[src/rtl/pc_unit.sv]
// Fetch-stage program counter: sequential advance, stall, redirect,
// exception entry/return with EPC capture, and a halt state.
module pc_unit #(
  parameter int          WIDTH      = 32,
  parameter logic [31:0] RESET_VEC  = 32'h0000_3000,
  parameter logic [31:0] EXC_VEC    = 32'h0000_4180,
  parameter int          INC        = 4,
  parameter int          ALIGN_BITS = 2
) (
  input  logic             clk,
  input  logic             reset,
  input  logic             stall,
  input  logic             br_valid,
  input  logic [WIDTH-1:0] br_target,
  input  logic             exc_req,
  input  logic             eret,
  input  logic             halt_req,
  output logic [WIDTH-1:0] pc,
  output logic [WIDTH-1:0] pc_next_seq,
  output logic [WIDTH-1:0] epc,
  output logic             fetch_valid,
  output logic             misaligned,
  output logic [1:0]       state
);

  typedef enum logic [1:0] {
    BOOT = 2'b00,
    RUN  = 2'b01,
    HALT = 2'b10
  } state_t;

  localparam logic [WIDTH-1:0] RESET_PC   = RESET_VEC[WIDTH-1:0];
  localparam logic [WIDTH-1:0] EXC_PC     = EXC_VEC[WIDTH-1:0];
  localparam logic [WIDTH-1:0] INC_W      = WIDTH'(INC);
  // Mask of the low PC bits that must be zero; empty when ALIGN_BITS is 0.
  localparam logic [WIDTH-1:0] ALIGN_MASK = (WIDTH'(1) << ALIGN_BITS) - WIDTH'(1);

  logic [WIDTH-1:0] pc_r;
  logic [WIDTH-1:0] epc_r;
  logic             fetch_valid_r;
  state_t           state_r;
  logic [WIDTH-1:0] pc_inc_s;

  // Sequential successor and alignment flag follow the current pc.
  always_comb begin
    pc_inc_s   = pc_r + INC_W;
    misaligned = |(pc_r & ALIGN_MASK);
  end

  // Control FSM and PC/EPC registers; redirects outrank halt and stall.
  always_ff @(posedge clk or posedge reset) begin
    if (reset) begin
      pc_r          <= RESET_PC;
      epc_r         <= '0;
      state_r       <= BOOT;
      fetch_valid_r <= 1'b0;
    end else begin
      case (state_r)
        BOOT: begin
          state_r       <= RUN;
          fetch_valid_r <= 1'b1;
        end
        RUN: begin
          if (exc_req) begin
            epc_r <= pc_r;
            pc_r  <= EXC_PC;
          end else if (eret) begin
            pc_r <= epc_r;
          end else if (br_valid) begin
            pc_r <= br_target;
          end else if (halt_req) begin
            state_r       <= HALT;
            fetch_valid_r <= 1'b0;
          end else if (stall) begin
            pc_r <= pc_r;
          end else begin
            pc_r <= pc_inc_s;
          end
        end
        HALT: begin
          if (exc_req) begin
            epc_r         <= pc_r;
            pc_r          <= EXC_PC;
            state_r       <= RUN;
            fetch_valid_r <= 1'b1;
          end else begin
            pc_r <= pc_r;
          end
        end
        default: begin
          state_r       <= BOOT;
          fetch_valid_r <= 1'b0;
        end
      endcase
    end
  end

  assign pc          = pc_r;
  assign pc_next_seq = pc_inc_s;
  assign epc         = epc_r;
  assign fetch_valid = fetch_valid_r;
  assign state       = state_r;

endmodule

[config.mk]
export PLATFORM = sky130hd
export DESIGN_NAME = pc_unit
export DESIGN_NICKNAME = d
export VERILOG_FILES = /design/src/rtl/pc_unit.sv
export SDC_FILE = /design/constraint.sdc
export NUM_CORES = 1
export LEC_CHECK = 0
export BUFFER_PORTS_ARGS = -buffer_cell sky130_fd_sc_hd__buf_2
export CAP_MARGIN = 0
export CORE_MARGIN = 1.5
export CORE_UTILIZATION = 25
export CTS_CLUSTER_DIAMETER = 60
export DETAILED_ROUTE_END_ITERATION = 6
export GPL_TIMING_DRIVEN = 0
export PLACE_DENSITY = 0.52
export SKIP_CTS_REPAIR_TIMING = 1
export SLEW_MARGIN = 40
export SYNTH_ARGS = -nofsm -noshare
export SYNTH_HDL_FRONTEND = slang
export SYNTH_SLANG_ARGS = --single-unit
export TNS_END_PERCENT = 5
[constraint.sdc]
create_clock -name clk -period 2.7 [get_ports clk]
set_input_delay 0.54 -clock clk [delete_from_list [all_inputs] [get_ports clk]]
set_output_delay 0.54 -clock clk [all_outputs]
set_load 0.05 [all_outputs]
[Yosys cells after proc, flatten, opt, wreduce, memory -nomap -nowiden]
Index checks and enable logic that the tools add are counted.
Widths: inputs -> output; s select.
Word-level totals
  register bits: 67
  input port bits: 39
  logic and storage cells: 40
Operators by class
  reduce and logical (&&, ||, !) cells: 7
  add/sub/neg operators: 1
  mux-type cells: 19
  equality and inequality tests: 9
Operators by type and width (count)
  $mux 32: 6
  $pmux 32 s2: 1
  $add 32x3->32 const B: 1
  $mux 2: 5
  $ne 2x2->1 const B: 5
  $ne 5x5->1 const B: 2
  $pmux 2 s3: 1
  $mux 1: 5
  $reduce_and 5->1: 1
  $reduce_and 4->1: 1
  $reduce_or 2->1: 2
  $pmux 1 s3: 1
  $eq 2x1->1 const B: 1
  $eq 2x2->1 const B: 1
  $logic_not 2->1: 1
  $reduce_and 2->1: 1
  $reduce_bool 2->1: 1

[Depth between registers and ports, before layout]
  word-level depth: 7
  depth in mapped cells: 9
  depth with buffers taken out: 7

[Worst setup path before layout]
No wires, ideal clock.
  path type: register to output
  start: register pc_r[10] (netlist: pc[10])
  end: output port pc_next_seq[25]
  required time: 2.160 ns
  path buffers: 2
  arrival: 3.028 ns
  stages on the path, launching flop included: 7
  slack: -0.868 ns
  path through: dfrtp_1 buf_2 nand4_2 or4_4 buf_6 or4_4 xnor2_1
On the way
  word-level cells in the longest chain between the ends: 1
RTL lines
  from (decl): RTL line 38  | logic [WIDTH-1:0] pc_r;
  from (signal assigned): RTL line 68  | pc_r <= epc_r;
  from (signal assigned): RTL line 70  | pc_r <= br_target;
  from (signal assigned): RTL line 75  | pc_r <= pc_r;
  $add 32x3->32: RTL line 46  | pc_inc_s = pc_r + INC_W;
  to (decl): RTL line 19  | output logic [WIDTH-1:0] pc_next_seq,
No other way between the ends.

[Worst setup path after layout]
  start: register pc_r[13] (netlist: pc[13])
  end: output port pc_next_seq[25]
The elaborated chain is that of the path after synthesis.

==> flow_summary.json <==
{
  "synth_nets": 484,
  "drc_errors": 0,
  "grt_max_degree": 51,
  "status": "finished with violations",
  "cp_data_required_time_ns": 2.16,
  "fmax_mhz": 321,
  "dr_wl_met3_um": 796,
  "synth_warnings": 0,
  "slowest_delay_ns": 0.65,
  "synth_top_cell_area_share_pct": 40.4,
  "regArea_um2": 1680,
  "tns_ns": -3.26,
  "dp_cells": 788,
  "cts_buffers": 9,
  "violations": "setup timing",
  "antenna_found_initial": 0,
  "fin_hold_ws_ns": 0.129,
  "antenna_cells": 0,
  "multi_input_area_um2": 2350,
  "drt_wl_total_mm": 15.4,
  "dr.pass1.iters": 5,
  "cp.arrival_ns": 2.58,
  "layout.cells.non_filler": 804,
  "hold_class": "input pin to asynchronous set/reset pin",
  "clkTransAtPathRegs_ns": 0.06,
  "powerDensity_nw_per_um2": 1440,
  "crit_type": "flip-flop to output port",
  "yosys.area.top_type": "dfrtp_1",
  "insertion_delay_ns": 0.34,
  "cpMaxStageDelayCell": "dfstp_4",
  "dr.max_layer_used": "met4",
  "fin_crit_sh_pct": 116,
  "initial_utilization_pct": 25.9,
  "synth-seq-cells": 66,
  "drv_cap": 0,
  "nets": 632,
  "clock_skew_ns": 0.00520,
  "cp_common_cell": "or4_4",
  "wl_met2_mm": 7.29,
  "cts_sinks": 66,
  "synth-async-reset-ratio_pct": 100,
  "drive_above_1_share_pct": 39.8,
  "slew_violations": 0,
  "synth_enable_flop_cells": 0,
  "gp_congestion": 0.791,
  "grt_first_pass_wirelength_mm": 23.2,
  "port_buffers": 136,
  "cts-root-buf": "clkbuf_16",
  "htree_levels": 3,
  "routedWlPerCell_um": 19.1,
  "crit_path_max_fanout": 10,
  "grt_pass1_vias": 3995,
  "drt_iter0_drc": 274,
  "postSynthCellCount": 440,
  "synth-main-ff-cell": "dfrtp_1",
  "ir_worst_vdd_mv": 0.570,
  "row_count": 45,
  "critical_path.endpoint_type": "output port",
  "placed_cell_area_um2": 5140,
  "dieArea_um2": 16600,
  "hold_violations": 0,
  "syn_area_per_cell_um2": 9.00,
  "relSlewSlack_pct": 46.2,
  "tightestPinTransition_ns": 0.806,
  "setup_viol": 14,
  "grt_usage_pct": 18.8,
  "antenna_left": 0,
  "cts_buffer_depth": 2,
  "die_w_um": 129,
  "wl_met1_mm": 7.00,
  "fillers": 1606,
  "cp-start-kind": "flip-flop",
  "routed-via-count": 4037,
  "cts_tree": "built",
  "hpwl_mm": 11.4,
  "finalCriticalPeriod_ns": 3.12,
  "grt-ovfl-total": 0,
  "synth_cell_types": 59,
  "design_area_um2": 5610,
  "rsz0062_at_grt": "true",
  "reg2reg_slack_ns": 0.20,
  "synth_area_leaders": "dfrtp_1 (40%), o21ai_0 (5.3%), xnor2_1 (4.9%)",
  "top_level_ports": 139,
  "syn_area_um2": 3960,
  "crit_chain": "nand4_4, or4_4, buf_8, or4_4, xnor2_4, buf_6",
  "via_per_inst": 5.02,
  "setup_ws_ns": -0.419,
  "synth.yosys.seq_area_share_pct": 41.8,
  "p_leak_nw": 2.64,
  "p_total_mw": 8.05,
  "syn2layout_area_growth_pct": 41.5,
  "core_area_um2": 15300,
  "die_y_um": 129
}
==> worst max-delay path: cells and delay by family, from the launching register on <==
family	cells	cell delay (ns)
flops	1	0.65
buf+inv	2	0.34
xor+xnor	1	0.18
simple gates	3	1.07
==> layer usage <==
metal / up-vias / track usage, %
li1: 1908 / -
met1: 1977 / 25.0
met2: 132 / 30.0
met3: 20 / 4.16
met4: 0 / 7.01
met5: - / 0
==> flip-flops by register name, summed over array words and instances, names as in the netlist <==
name         count
fetch_valid      1
state            1
epc             32
pc              32
==> final cells by class <==
class,count,area share (%)
sequential,66,29.9
tap,211,4.71
inverter,24,1.70
multi-input combinational,318,41.9
timing repair buffer,138,14.0
clock inverter,3,0.268
clock buffer,13,4.64
buffer,31,2.90
==> synthesized netlist by cell type (3+ instances only) <==
cell type / number
dfrtp_1: 64
o21ai_0: 42
nor2_1: 34
nand2_1: 33
clkbuf_1: 26
a21oi_1: 24
inv_1: 23
xnor2_1: 22
mux2_2: 15
o22ai_1: 15
nand3_1: 14
o221ai_1: 12
o2bb2ai_1: 12
and4_1: 7
xor2_1: 6
ha_1: 5
nand4_1: 5
nor3_1: 5
o31ai_1: 5
a22o_1: 4
and3_1: 4
nor4_1: 4
or2_2: 4
buf_4: 3
nand3b_1: 3
nor3b_1: 3
or4_4: 3
==> final timing paths <==
check | end | cells after the start | from
worst max-delay path | pc_next_seq[25] | 6 | pc[13]
worst min-delay path | pc[0] | 2 | reset
worst max register to register | epc[19] | 7 | fetch_valid
worst min register to register | pc[31] | 1 | pc[31]
max in group asynchronous | pc[12] | 3 | reset
min in group clk | pc[31] | 1 | pc[31]
==> stage by stage <==
step | util [%] | setup slack (ns)
global route | 36.6 | -0.471
finish | 36.6 | -0.419
CTS | 35.4 | -0.627
detailed placement | 33.6 | -0.690
global placement | 33.4 | -0.795
floorplan | - | -0.112
==> logic make-up (layout without fill, tap and decap cells) <==
logic type / Yosys count / after routing / share of synthesized area, %
AOI/OAI and AO/OA: 138 / 138 / 22.7
xor gates and xnor gates: 28 / 28 / 6.19
adders and majority gates: 5 / 5 / 1.58
buffers and inverters: 56 / 209 / 5.81
DFF: 66 / 66 / 41.8
muxes: 17 / 17 / 4.77
and+or+nand+nor: 130 / 130 / 17.2
==> where the power goes <==
| part | switching, mW | total [mW] | internal [mW] |
|---|---|---|---|
| clock | 0.445 | 1.11 | 0.668 |
| sequential | 0.536 | 1.99 | 1.45 |
| combinational | 3.65 | 4.95 | 1.30 |
==> layout by cell type, fill, tap and decap left out, drive strengths merged, types with 8 or more instances in the layout <==
master,n
mux2,15
o21ai,43
nor2,34
xnor2,22
o2bb2ai,12
buf,140
a21oi,24
and4,8
o221ai,12
clkbuf,42
nand3,14
nand2,33
inv,24
o22ai,15
dfrtp,64
Note: power is estimated with default switching activity, not from simulation.
